`src/rtl/dco_code_monitor_if.sv`:
```
// dco_code_monitor_if
//   Window-result handshake bundle of the DCO code monitor.
//   master : producer side (drives resultValid and the result fields, reads resultReady)
//   slave  : consumer side (reads resultValid and the result fields, drives resultReady)
//   Signals:
//     resultValid    a completed window result is being offered
//     resultReady    consumer accepts the offered result
//     resultSum      sum of the codes in the window
//     resultMin      smallest code in the window
//     resultMax      largest code in the window
//     resultChanges  number of code changes in the window (saturating)
interface dco_code_monitor_if;
    logic        resultValid;
    logic        resultReady;
    logic [19:0] resultSum;
    logic [7:0]  resultMin;
    logic [7:0]  resultMax;
    logic [11:0] resultChanges;

    modport master (
        output resultValid,
        output resultSum,
        output resultMin,
        output resultMax,
        output resultChanges,
        input  resultReady
    );

    modport slave (
        input  resultValid,
        input  resultSum,
        input  resultMin,
        input  resultMax,
        input  resultChanges,
        output resultReady
    );
endinterface

```
`src/rtl/dco_code_monitor.sv`:
```
// dco_code_monitor
//   Samples the active-low row/column thermometer codes driven to a DCO matrix,
//   decodes them into a binary code, and gathers per-window statistics
//   (sum, min, max, number of code changes) over 2^windowLog valid samples.
//   Ports:
//     referenceClock   clock, all state on the rising edge
//     reset_b          asynchronous active-low reset
//     enable           sampling enable; low clears the window in progress
//     dcoRowSelect     active-low row thermometer code
//     dcoColumnSelect  active-low column thermometer code
//     windowLog        log2 of the window length (clamped to 12)
//     clearFlags       clears formatError and overrun
//     currentCode      last valid decoded code
//     codeValid        currentCode updated this cycle
//     result           window-result handshake (master side)
//     formatError      sticky: a sample with a non-contiguous zero pattern was seen
//     overrun          sticky: a window result was dropped while one was pending
module dco_code_monitor #(
    parameter int unsigned NUM_DCO_MATRIX_COLUMNS = 15,
    parameter int unsigned NUM_DCO_MATRIX_ROWS    = 17
) (
    input  logic                              referenceClock,
    input  logic                              reset_b,
    input  logic                              enable,
    input  logic [NUM_DCO_MATRIX_ROWS-2:0]    dcoRowSelect,
    input  logic [NUM_DCO_MATRIX_COLUMNS-2:0] dcoColumnSelect,
    input  logic [3:0]                        windowLog,
    input  logic                              clearFlags,
    output logic [7:0]                        currentCode,
    output logic                              codeValid,
    dco_code_monitor_if.master                result,
    output logic                              formatError,
    output logic                              overrun
);

    localparam int unsigned RW    = NUM_DCO_MATRIX_ROWS - 1;
    localparam int unsigned CW    = NUM_DCO_MATRIX_COLUMNS - 1;
    localparam int unsigned RCW   = $clog2(RW + 1);
    localparam int unsigned CCW   = $clog2(CW + 1);
    localparam int unsigned CNT_W = 13;

    localparam logic [RW-1:0]    ROW_ONE = {{(RW-1){1'b0}}, 1'b1};
    localparam logic [CW-1:0]    COL_ONE = {{(CW-1){1'b0}}, 1'b1};
    localparam logic [CNT_W-1:0] CNT_ONE = 13'd1;

    // Stage 1 registers
    logic [RW-1:0] s1_row;
    logic [CW-1:0] s1_col;
    logic          s1_valid;

    // Window accumulators
    logic [CNT_W-1:0] win_cnt;
    logic [3:0]       win_log;
    logic [19:0]      acc_sum;
    logic [7:0]       acc_min;
    logic [7:0]       acc_max;
    logic [11:0]      acc_chg;
    logic             have_prev;

    // Decode / next-state signals
    logic [RW-1:0]    row_zeros;
    logic [CW-1:0]    col_zeros;
    logic [RCW-1:0]   row_cnt;
    logic [CCW-1:0]   col_cnt;
    logic             row_ok;
    logic             col_ok;
    logic [7:0]       dec_code;
    logic             sample_ok;
    logic             sample_bad;
    logic [3:0]       log_in;
    logic [3:0]       eff_log;
    logic             win_first;
    logic [CNT_W-1:0] win_target;
    logic [CNT_W-1:0] cnt_next;
    logic             complete;
    logic [19:0]      sum_base;
    logic [19:0]      sum_next;
    logic [7:0]       min_next;
    logic [7:0]       max_next;
    logic             is_change;
    logic [11:0]      chg_base;
    logic [11:0]      chg_next;
    logic             result_load;
    logic             overrun_set;

    always_comb begin
        row_zeros = ~s1_row;
        col_zeros = ~s1_col;

        row_cnt = '0;
        for (int unsigned i = 0; i < RW; i++) begin
            row_cnt = row_cnt + RCW'(row_zeros[i]);
        end
        col_cnt = '0;
        for (int unsigned i = 0; i < CW; i++) begin
            col_cnt = col_cnt + CCW'(col_zeros[i]);
        end

        // A zero mask contiguous from bit 0 has the form 0..01..1, so adding
        // one carries through it and leaves no overlapping bit.
        row_ok = ((row_zeros & (row_zeros + ROW_ONE)) == '0);
        col_ok = ((col_zeros & (col_zeros + COL_ONE)) == '0);

        dec_code = 8'(32'(row_cnt) * NUM_DCO_MATRIX_COLUMNS + 32'(col_cnt));

        sample_ok  = enable && s1_valid && row_ok && col_ok;
        sample_bad = enable && s1_valid && !(row_ok && col_ok);

        log_in     = (windowLog > 4'd12) ? 4'd12 : windowLog;
        win_first  = (win_cnt == '0);
        // The window length is taken live only for the first sample of a
        // window; afterwards the latched value is used.
        eff_log    = win_first ? log_in : win_log;
        win_target = CNT_ONE << eff_log;
        cnt_next   = win_cnt + CNT_ONE;
        complete   = sample_ok && (cnt_next == win_target);

        sum_base = win_first ? '0 : acc_sum;
        sum_next = sum_base + {12'd0, dec_code};
        min_next = (win_first || (dec_code < acc_min)) ? dec_code : acc_min;
        max_next = (win_first || (dec_code > acc_max)) ? dec_code : acc_max;

        // Compared with the last valid code, so changes across a window
        // boundary are counted in the new window.
        is_change = have_prev && (dec_code != currentCode);
        chg_base  = win_first ? '0 : acc_chg;
        chg_next  = (is_change && (chg_base != '1)) ? chg_base + 12'd1 : chg_base;

        result_load = complete && (!result.resultValid || result.resultReady);
        overrun_set = complete && result.resultValid && !result.resultReady;
    end

    always_ff @(posedge referenceClock or negedge reset_b) begin
        if (!reset_b) begin
            s1_row      <= '0;
            s1_col      <= '0;
            s1_valid    <= 1'b0;
            currentCode <= '0;
            codeValid   <= 1'b0;
            win_cnt     <= '0;
            win_log     <= '0;
            acc_sum     <= '0;
            acc_min     <= '0;
            acc_max     <= '0;
            acc_chg     <= '0;
            have_prev   <= 1'b0;
        end else if (!enable) begin
            s1_valid  <= 1'b0;
            codeValid <= 1'b0;
            win_cnt   <= '0;
            acc_sum   <= '0;
            acc_min   <= '0;
            acc_max   <= '0;
            acc_chg   <= '0;
            have_prev <= 1'b0;
        end else begin
            s1_row    <= dcoRowSelect;
            s1_col    <= dcoColumnSelect;
            s1_valid  <= 1'b1;
            codeValid <= sample_ok;
            if (sample_ok) begin
                currentCode <= dec_code;
                have_prev   <= 1'b1;
                if (win_first) begin
                    win_log <= log_in;
                end
                if (complete) begin
                    win_cnt <= '0;
                end else begin
                    win_cnt <= cnt_next;
                    acc_sum <= sum_next;
                    acc_min <= min_next;
                    acc_max <= max_next;
                    acc_chg <= chg_next;
                end
            end
        end
    end

    always_ff @(posedge referenceClock or negedge reset_b) begin
        if (!reset_b) begin
            result.resultValid   <= 1'b0;
            result.resultSum     <= '0;
            result.resultMin     <= '0;
            result.resultMax     <= '0;
            result.resultChanges <= '0;
        end else if (result_load) begin
            result.resultValid   <= 1'b1;
            result.resultSum     <= sum_next;
            result.resultMin     <= min_next;
            result.resultMax     <= max_next;
            result.resultChanges <= chg_next;
        end else if (result.resultValid && result.resultReady) begin
            result.resultValid <= 1'b0;
        end
    end

    // Set events take priority over clearFlags.
    always_ff @(posedge referenceClock or negedge reset_b) begin
        if (!reset_b) begin
            formatError <= 1'b0;
            overrun     <= 1'b0;
        end else begin
            if (sample_bad) begin
                formatError <= 1'b1;
            end else if (clearFlags) begin
                formatError <= 1'b0;
            end
            if (overrun_set) begin
                overrun <= 1'b1;
            end else if (clearFlags) begin
                overrun <= 1'b0;
            end
        end
    end

endmodule
```
`src/flat_wrapper.sv`:
```
// flat-port wrapper written by rule: the top's interface ports become plain ports
module dco_code_monitor_flat 
#(
    parameter int unsigned NUM_DCO_MATRIX_COLUMNS = 15,
    parameter int unsigned NUM_DCO_MATRIX_ROWS    = 17
)
  (referenceClock, reset_b, enable, dcoRowSelect, dcoColumnSelect, windowLog, clearFlags, currentCode, codeValid, formatError, overrun, result_resultValid, result_resultSum, result_resultMin, result_resultMax, result_resultChanges, result_resultReady);
  dco_code_monitor_if result_i ();
  input  logic referenceClock;
  input  logic reset_b;
  input  logic enable;
  input  logic [NUM_DCO_MATRIX_ROWS-2:0] dcoRowSelect;
  input  logic [NUM_DCO_MATRIX_COLUMNS-2:0] dcoColumnSelect;
  input  logic [3:0] windowLog;
  input  logic clearFlags;
  output logic [7:0] currentCode;
  output logic codeValid;
  output logic formatError;
  output logic overrun;
  output wire logic [$bits(result_i.resultValid)-1:0] result_resultValid;
  output wire logic [$bits(result_i.resultSum)-1:0] result_resultSum;
  output wire logic [$bits(result_i.resultMin)-1:0] result_resultMin;
  output wire logic [$bits(result_i.resultMax)-1:0] result_resultMax;
  output wire logic [$bits(result_i.resultChanges)-1:0] result_resultChanges;
  input wire logic [$bits(result_i.resultReady)-1:0] result_resultReady;
  assign result_resultValid = result_i.resultValid;
  assign result_resultSum = result_i.resultSum;
  assign result_resultMin = result_i.resultMin;
  assign result_resultMax = result_i.resultMax;
  assign result_resultChanges = result_i.resultChanges;
  assign result_i.resultReady = result_resultReady;
  dco_code_monitor #(.NUM_DCO_MATRIX_COLUMNS(NUM_DCO_MATRIX_COLUMNS), .NUM_DCO_MATRIX_ROWS(NUM_DCO_MATRIX_ROWS)) u_core (.referenceClock(referenceClock), .reset_b(reset_b), .enable(enable), .dcoRowSelect(dcoRowSelect), .dcoColumnSelect(dcoColumnSelect), .windowLog(windowLog), .clearFlags(clearFlags), .currentCode(currentCode), .codeValid(codeValid), .result(result_i), .formatError(formatError), .overrun(overrun));
endmodule
```
`config.mk`:
```
export PLATFORM = sky130hd
export DESIGN_NAME = dco_code_monitor_flat
export DESIGN_NICKNAME = d
export VERILOG_FILES = /design/src/rtl/dco_code_monitor_if.sv /design/src/rtl/dco_code_monitor.sv /design/src/flat_wrapper.sv
export SDC_FILE = /design/constraint.sdc
export NUM_CORES = 1
export LEC_CHECK = 0
export BUFFER_PORTS_ARGS = -buffer_cell sky130_fd_sc_hd__buf_2
export CORE_ASPECT_RATIO = 1.4
export CORE_MARGIN = 5
export CORE_UTILIZATION = 40
export DETAILED_ROUTE_END_ITERATION = 10
export PLACE_DENSITY = 0.71
export SYNTH_ARGS = -nofsm -noshare
export SYNTH_HDL_FRONTEND = slang
export SYNTH_SLANG_ARGS = --single-unit
```
`constraint.sdc`:
```
create_clock -name referenceClock -period 9.18 [get_ports referenceClock]
set_input_delay 0.918 -clock referenceClock [delete_from_list [all_inputs] [get_ports referenceClock]]
set_output_delay 0.918 -clock referenceClock [all_outputs]
set_load 0.05 [all_outputs]
```
==> results of run 1 <==
area by class of cell:
cell class,instances,area share
Inverter,91,0.0284
Tap cell,324,0.0337
Timing Repair Buffer,116,0.0525
Clock buffer,19,0.0368
Multi-Input combinational cell,859,0.504
Sequential cell,157,0.327
Clock inverter,12,0.0175
routing by layer:
metal  wire [µm]  vias up  track usage
met5           0        -            0
met2       14500      232        0.337
li1            -     4270            -
met3        1230       55       0.0359
met1       11400     4341        0.224
met4        1010        0       0.0816
cell families after synthesis:
kind of cell	Yosys count	share of synthesized area
simple gates	396	0.194
compound gates	280	0.168
flops	157	0.372
buf+inv	151	0.0586
fa+ha+maj	77	0.108
xor+xnor	64	0.0570
mux	42	0.0422
registers in the layout, summed over array words and instances, names as in the netlist:
name / count
u_core.overrun: 1
u_core.acc_max: 8
u_core.result.resultMax: 8
u_core.formatError: 1
u_core.result.resultValid: 1
u_core.win_log: 4
u_core.have_prev: 1
u_core.s1_row: 16
u_core.result.resultMin: 8
u_core.acc_chg: 12
u_core.win_cnt: 13
u_core.acc_sum: 20
u_core.s1_valid: 1
u_core.codeValid: 1
u_core.result.resultChanges: 12
u_core.s1_col: 14
u_core.currentCode: 8
u_core.result.resultSum: 20
u_core.acc_min: 8
through the flow:
step / utilization / setup slack, ns / std cells / hold slack (ns)
4_1_cts: 0.460 / 0.232 / 1578 / 0.476
3_3_place_gp: 0.435 / 0.473 / 1547 / 0.456
2_1_floorplan: - / 0.582 / 1167 / 0.441
6_report: 0.461 / 0.429 / 1578 / 0.473
3_5_place_dp: 0.435 / 0.244 / 1547 / 0.460
5_1_grt: 0.461 / 0.00264 / 1578 / 0.488
cell usage in the layout, fill, tap and decap left out, types with 7 or more instances in the layout:
cell type / netlist / layout
a31oi_1: 12 / 11
clkbuf_16: 0 / 17
mux2_2: 14 / 14
xor2_1: 22 / 22
o31ai_1: 15 / 15
nand2b_1: 10 / 10
nand2_1: 150 / 150
nor3_1: 20 / 20
a211oi_1: 16 / 16
ha_1: 49 / 48
buf_4: 1 / 18
buf_2: 15 / 97
a22o_1: 11 / 11
a32o_1: 7 / 7
nor2b_1: 9 / 8
inv_1: 91 / 91
a21oi_1: 35 / 33
o21ai_0: 108 / 108
nor4_1: 13 / 12
dfrtp_1: 157 / 157
and3_1: 17 / 17
mux2i_1: 26 / 26
o21ai_1: 10 / 9
and2_1: 14 / 14
fa_1: 25 / 25
nand4_1: 21 / 21
o2bb2ai_1: 7 / 7
a21o_1: 13 / 13
xnor2_1: 39 / 39
nand3_1: 39 / 39
nor2_1: 57 / 57
critical path: cells and delay by family, from the launching register on:
family,cells,cell delay [ns]
fa+ha+maj,12,5.39
compound gates,6,1.22
simple gates,3,0.96
xor+xnor,2,0.41
flops,1,0.37
buf+inv,4,0.26
worst min-delay path by stage:
stage | from | to | slack (ns) | depth (start not counted)
after floorplan | u_core.have_prev$_DFFE_PN0P_ | u_core.have_prev$_DFFE_PN0P_ | 0.44 | 2
after global placement | u_core.result.resultSum[17]$_DFFE_PN0P_ | u_core.result.resultSum[17]$_DFFE_PN0P_ | 0.46 | 2
after detailed placement | u_core.result.resultSum[14]$_DFFE_PN0P_ | u_core.result.resultSum[14]$_DFFE_PN0P_ | 0.46 | 1
after CTS | u_core.result.resultSum[14]$_DFFE_PN0P_ | u_core.result.resultSum[14]$_DFFE_PN0P_ | 0.48 | 1
after global routing | u_core.result.resultSum[14]$_DFFE_PN0P_ | u_core.result.resultSum[14]$_DFFE_PN0P_ | 0.49 | 1
final | u_core.result.resultChanges[2]$_DFFE_PN0P_ | u_core.result.resultChanges[2]$_DFFE_PN0P_ | 0.47 | 2
synth_stat cells, drive strengths merged (5+ instances only):
library cell  instances
nor2                 57
mux2i                27
nand3                40
xor2                 22
a211oi               16
o2bb2ai               7
and3                 18
clkbuf               36
a21oi                36
o21a                  6
xnor2                39
nor4b                 8
a32o                  7
a31oi                12
nor3                 21
o21ai               119
inv                  91
nand4                21
and2                 15
a211o                 5
or4                   5
o211ai                6
nand2b               10
nand2               150
buf                  24
nor3b                 5
nor4                 17
a22o                 11
ha                   49
and4                  6
dfrtp               157
fa                   25
nor2b                 9
a21o                 13
o31ai                15
mux2                 15
timing repair:
item / 4_1_cts / 5_1_grt
setup endpoints to repair: 0 / 10
resized for setup: 0 / 6
setup buffers: 0 / 0
==> impl_metrics.ini, run 1 <==
[worst_setup_path]
end_kind = flip-flop
setup.worst_path.start_class = flip-flop
r2r_slack_ns = 0.43
cp_max_fo = 5
cp_slowest_stage_delay_ns = 0.55
worstPathArrival_ns = 9.06
crit_top_cell = fa_1
endpoint = u_core.acc_sum[11]$_DFFE_PN0P_
criticalPathCategory = flip-flop to flip-flop
cp-startpoint = u_core.s1_row[0]$_DFFE_PN0P_
crit_required_ns = 9.49
slowest_stage = fa_1
reg2reg_from = u_core.s1_row[0]$_DFFE_PN0P_
reg2reg_to = u_core.acc_sum[11]$_DFFE_PN0P_
rr_worst_depth = 27

[timing]
setup_viol_count_final = 0
max-slew-margin-rel = 0.209
post-route-min-period_ns = 8.75
hold_viol = 0
fin_setup_tns_ns = 0
tightest_slew_ns = 1.19
max_freq_mhz = 114
finalCritPeriodShare = 0.953
skew_ns = 0.0118
rsz0062_at_grt = no
maxSlewViolCount = 0

[yosys]
avgSynthCellArea_um2 = 9.06
synth_edf_count = 0
syn_inst = 1167
ys_dominant_reg_cell = dfrtp_1
synthDistinctLibCells = 75
async_reset_ff_frac = 1.00
seq_area_frac_synth = 0.372
yosysWarnings = 0
ys_seq_elements = 157
synthesis.nets = 1280
synth_area_leaders = dfrtp_1, ha_1, nand2_1
synth_area_leader_cell = dfrtp_1
synthDominantCellAreaShare = 0.372
synth_area_um2 = 10600

[clocking]
hold_buffers = 0
htreeDepth = 4
cts_buffers = 17
insertion_delay_ns = 0.45
clock_tree.root_cell = clkbuf_16
clockBufferDepth = 2
clk_pin_slew_worst_paths_ns = 0.07
cts_tree = done
clock-sinks = 157

[cells_and_area]
area_growth_pct = 13.7
multi_input_area_um2 = 6060
nets = 1355
drive_gt1_frac = 0.150
fillers = 2554
final_area_um2 = 12000
num_antenna_cells = 0
regArea_um2 = 3930

[floorplanning]
dieArea_um2 = 29800
initial_core_util = 0.405
io_pins = 99
rows = 70
core_um2 = 26100
die_w_um = 147
die_y_um = 202

[placement]
gp_congestion = 0.920
place_area_um2 = 11300
port-buffer-count = 98
dp_hpwl_mm = 20.8

[min_path]
holdCritPathClass = flip-flop to flip-flop

[routing]
drc = 0
avgRoutedWirePerCell_um = 17.9
drt-pass1-iter-count = 8
routed_wl_mm = 28.2
vias = 8898
drt_first_iter_violations = 526
viasPerCell = 5.64
ant_nets = 0

[grt]
grt_start_max_net_pins = 93
grt_overflow_total = 0
grt_pass1_vias = 8790
grt_pass1_wl_mm = 45.4
grt_use_total = 0.190
antenna_found_initial = 0

[run_status]
outcome = finished clean

[run]
cap_violations = 0
Power of run 1 is left out: the tool's default activity adds up to more than one toggle a clock period on the data nets, which glitch-free logic cannot reach.
==> run 2: changes to the inputs <==
--- a/config.mk
+++ b/config.mk
@@ -9,8 +9,10 @@
 export CORE_ASPECT_RATIO = 1.4
 export CORE_MARGIN = 5
 export CORE_UTILIZATION = 40
+export CTS_CLUSTER_SIZE = 25
 export DETAILED_ROUTE_END_ITERATION = 10
 export PLACE_DENSITY = 0.71
+export RECOVER_POWER = 25
 export SYNTH_ARGS = -nofsm -noshare
 export SYNTH_HDL_FRONTEND = slang
 export SYNTH_SLANG_ARGS = --single-unit
==> impl_metrics.ini, run 2 (same netlist as run 1, synthesis figures left out) <==
[placement]
gp_congestion = 0.920
dp_hpwl_mm = 20.8
dp.cells = 1547
place_area_um2 = 11300
port-buffer-count = 98

[grt]
antenna_found_initial = 0
grt_pass1_wl_mm = 45.4
grt_use_total = 0.190
grt_overflow_total = 0
grt_pass1_vias = 8790
grt_start_max_net_pins = 93

[clocking]
htreeDepth = 4
clk_pin_slew_worst_paths_ns = 0.07
cts_tree = done
insertion_delay_ns = 0.45
cts_setup_buffers = 0
cts_buffers = 17
clockBufferDepth = 2
clock-sinks = 157
clock_tree.root_cell = clkbuf_16

[run]
cap_violations = 1

[cells_and_area]
reg_top3 = u_core.acc_sum: 20 flops, u_core.result.resultSum: 20 flops, u_core.s1_row: 16 flops
fillers = 2555
area_growth_pct = 13.6
drive_gt1_frac = 0.149
mostFrequentLayoutCells = dfrtp_1, nand2_1, o21ai_0, buf_2, inv_1
final_cells = 1578
num_antenna_cells = 0
nets = 1355
final_common_cell = dfrtp_1
final_area_um2 = 12000

[timing]
max_freq_mhz = 114
setup_viol_count_final = 0
hold_viol = 0
maxSlewViolCount = 82
fin_setup_tns_ns = 0
tightest_slew_ns = 4.41
post-route-min-period_ns = 8.76
rsz0062_at_grt = no
finalCritPeriodShare = 0.954
max-slew-margin-rel = -1.94
skew_ns = 0.0116

[worst_setup_path]
setup.worst_path.start_class = flip-flop
end_kind = flip-flop
crit_required_ns = 9.49
worstPathArrival_ns = 9.06
cp_max_fo = 5
criticalPathCategory = flip-flop to flip-flop

[min_path]
holdCritPathClass = flip-flop to flip-flop

[floorplanning]
die_y_um = 202
io_pins = 99
initial_core_util = 0.405
dieArea_um2 = 29800
die_w_um = 147
core_um2 = 26100
rows = 70

[routing]
drt-pass1-iter-count = 8
drt_first_iter_violations = 550
avgRoutedWirePerCell_um = 17.9
vias = 8919
viasPerCell = 5.65
routed_wl_mm = 28.2
ant_nets = 0
drc = 0

[run_status]
failed_checks = capacitance limit, slew limit
outcome = finished, violations left
[run 2: changes by cell type in the layout (fill, tap and decap cells not counted), sizes merged]
cell / change
clkbuf: +1
buf: -1
[run 2: area by class of cell]
cell class / instances / area, µm² / share of cell area
clock buffers: 19 / 443 / 0.0369
clock inverters: 12 / 210 / 0.0175
inverters: 91 / 342 / 0.0284
multi-input cells: 859 / 6060 / 0.505
flip-flops and latches: 157 / 3930 / 0.327
well taps: 324 / 405 / 0.0337
repair buffers: 116 / 624 / 0.0520
[run 2: final timing paths]
| kind | end | depth (start not counted) | slack, ns | from |
|---|---|---|---|---|
| min in group asynchronous | u_core.s1_row[10]$_DFFE_PN0P_ | 1 | 2.03 | reset_b |
| min | u_core.result.resultChanges[2]$_DFFE_PN0P_ | 2 | 0.47 | u_core.result.resultChanges[2]$_DFFE_PN0P_ |
| max | u_core.acc_sum[11]$_DFFE_PN0P_ | 27 | 0.42 | u_core.s1_row[0]$_DFFE_PN0P_ |
| min reg2reg | u_core.result.resultChanges[2]$_DFFE_PN0P_ | 2 | 0.47 | u_core.result.resultChanges[2]$_DFFE_PN0P_ |
| max in group asynchronous | u_core.currentCode[5]$_DFFE_PN0P_ | 2 | 4.37 | reset_b |
| max reg2reg | u_core.acc_sum[11]$_DFFE_PN0P_ | 27 | 0.42 | u_core.s1_row[0]$_DFFE_PN0P_ |
[run 2: critical path, cell delays in order, from the launching register on]
cell	delay [ns]
dfrtp_1	0.37
inv_1	0.10
ha_1	0.32
fa_1	0.53
fa_1	0.45
fa_1	0.55
fa_1	0.44
fa_1	0.44
fa_1	0.41
xnor2_1	0.21
fa_1	0.55
inv_1	0.07
fa_1	0.48
inv_1	0.05
fa_1	0.49
inv_1	0.04
ha_1	0.36
xor2_1	0.20
ha_1	0.37
o21ai_0	0.09
o21ai_0	0.25
o21ai_0	0.21
a221o_1	0.38
nand4_1	0.24
or3b_2	0.52
and3_1	0.20
o31ai_1	0.19
o31ai_1	0.10
[run 2: layer usage]
metal  up-vias  part of all wire  track usage
met5         -                 0            0
met4         0             0.036       0.0816
met3        52             0.044       0.0359
met2       252              0.52        0.337
met1      4344              0.41        0.224
li1       4271                 -            -
[run 2: metrics by stage]
stage | hold WS [ns] | utilization | worst slack [ns]
floorplan | 0.441 | - | 0.582
global placement | 0.456 | 0.435 | 0.473
detailed placement | 0.460 | 0.435 | 0.244
CTS | 0.476 | 0.460 | 0.232
global route | 0.488 | 0.460 | 0.00264
finish | 0.473 | 0.460 | 0.423
[run 2: what timing repair did]
item	4_1_cts	5_1_grt
endpoints found under the setup margin	0	10
gates resized for setup	0	6
hold buffers	0	0
Power of run 2 is left out for the same reason.
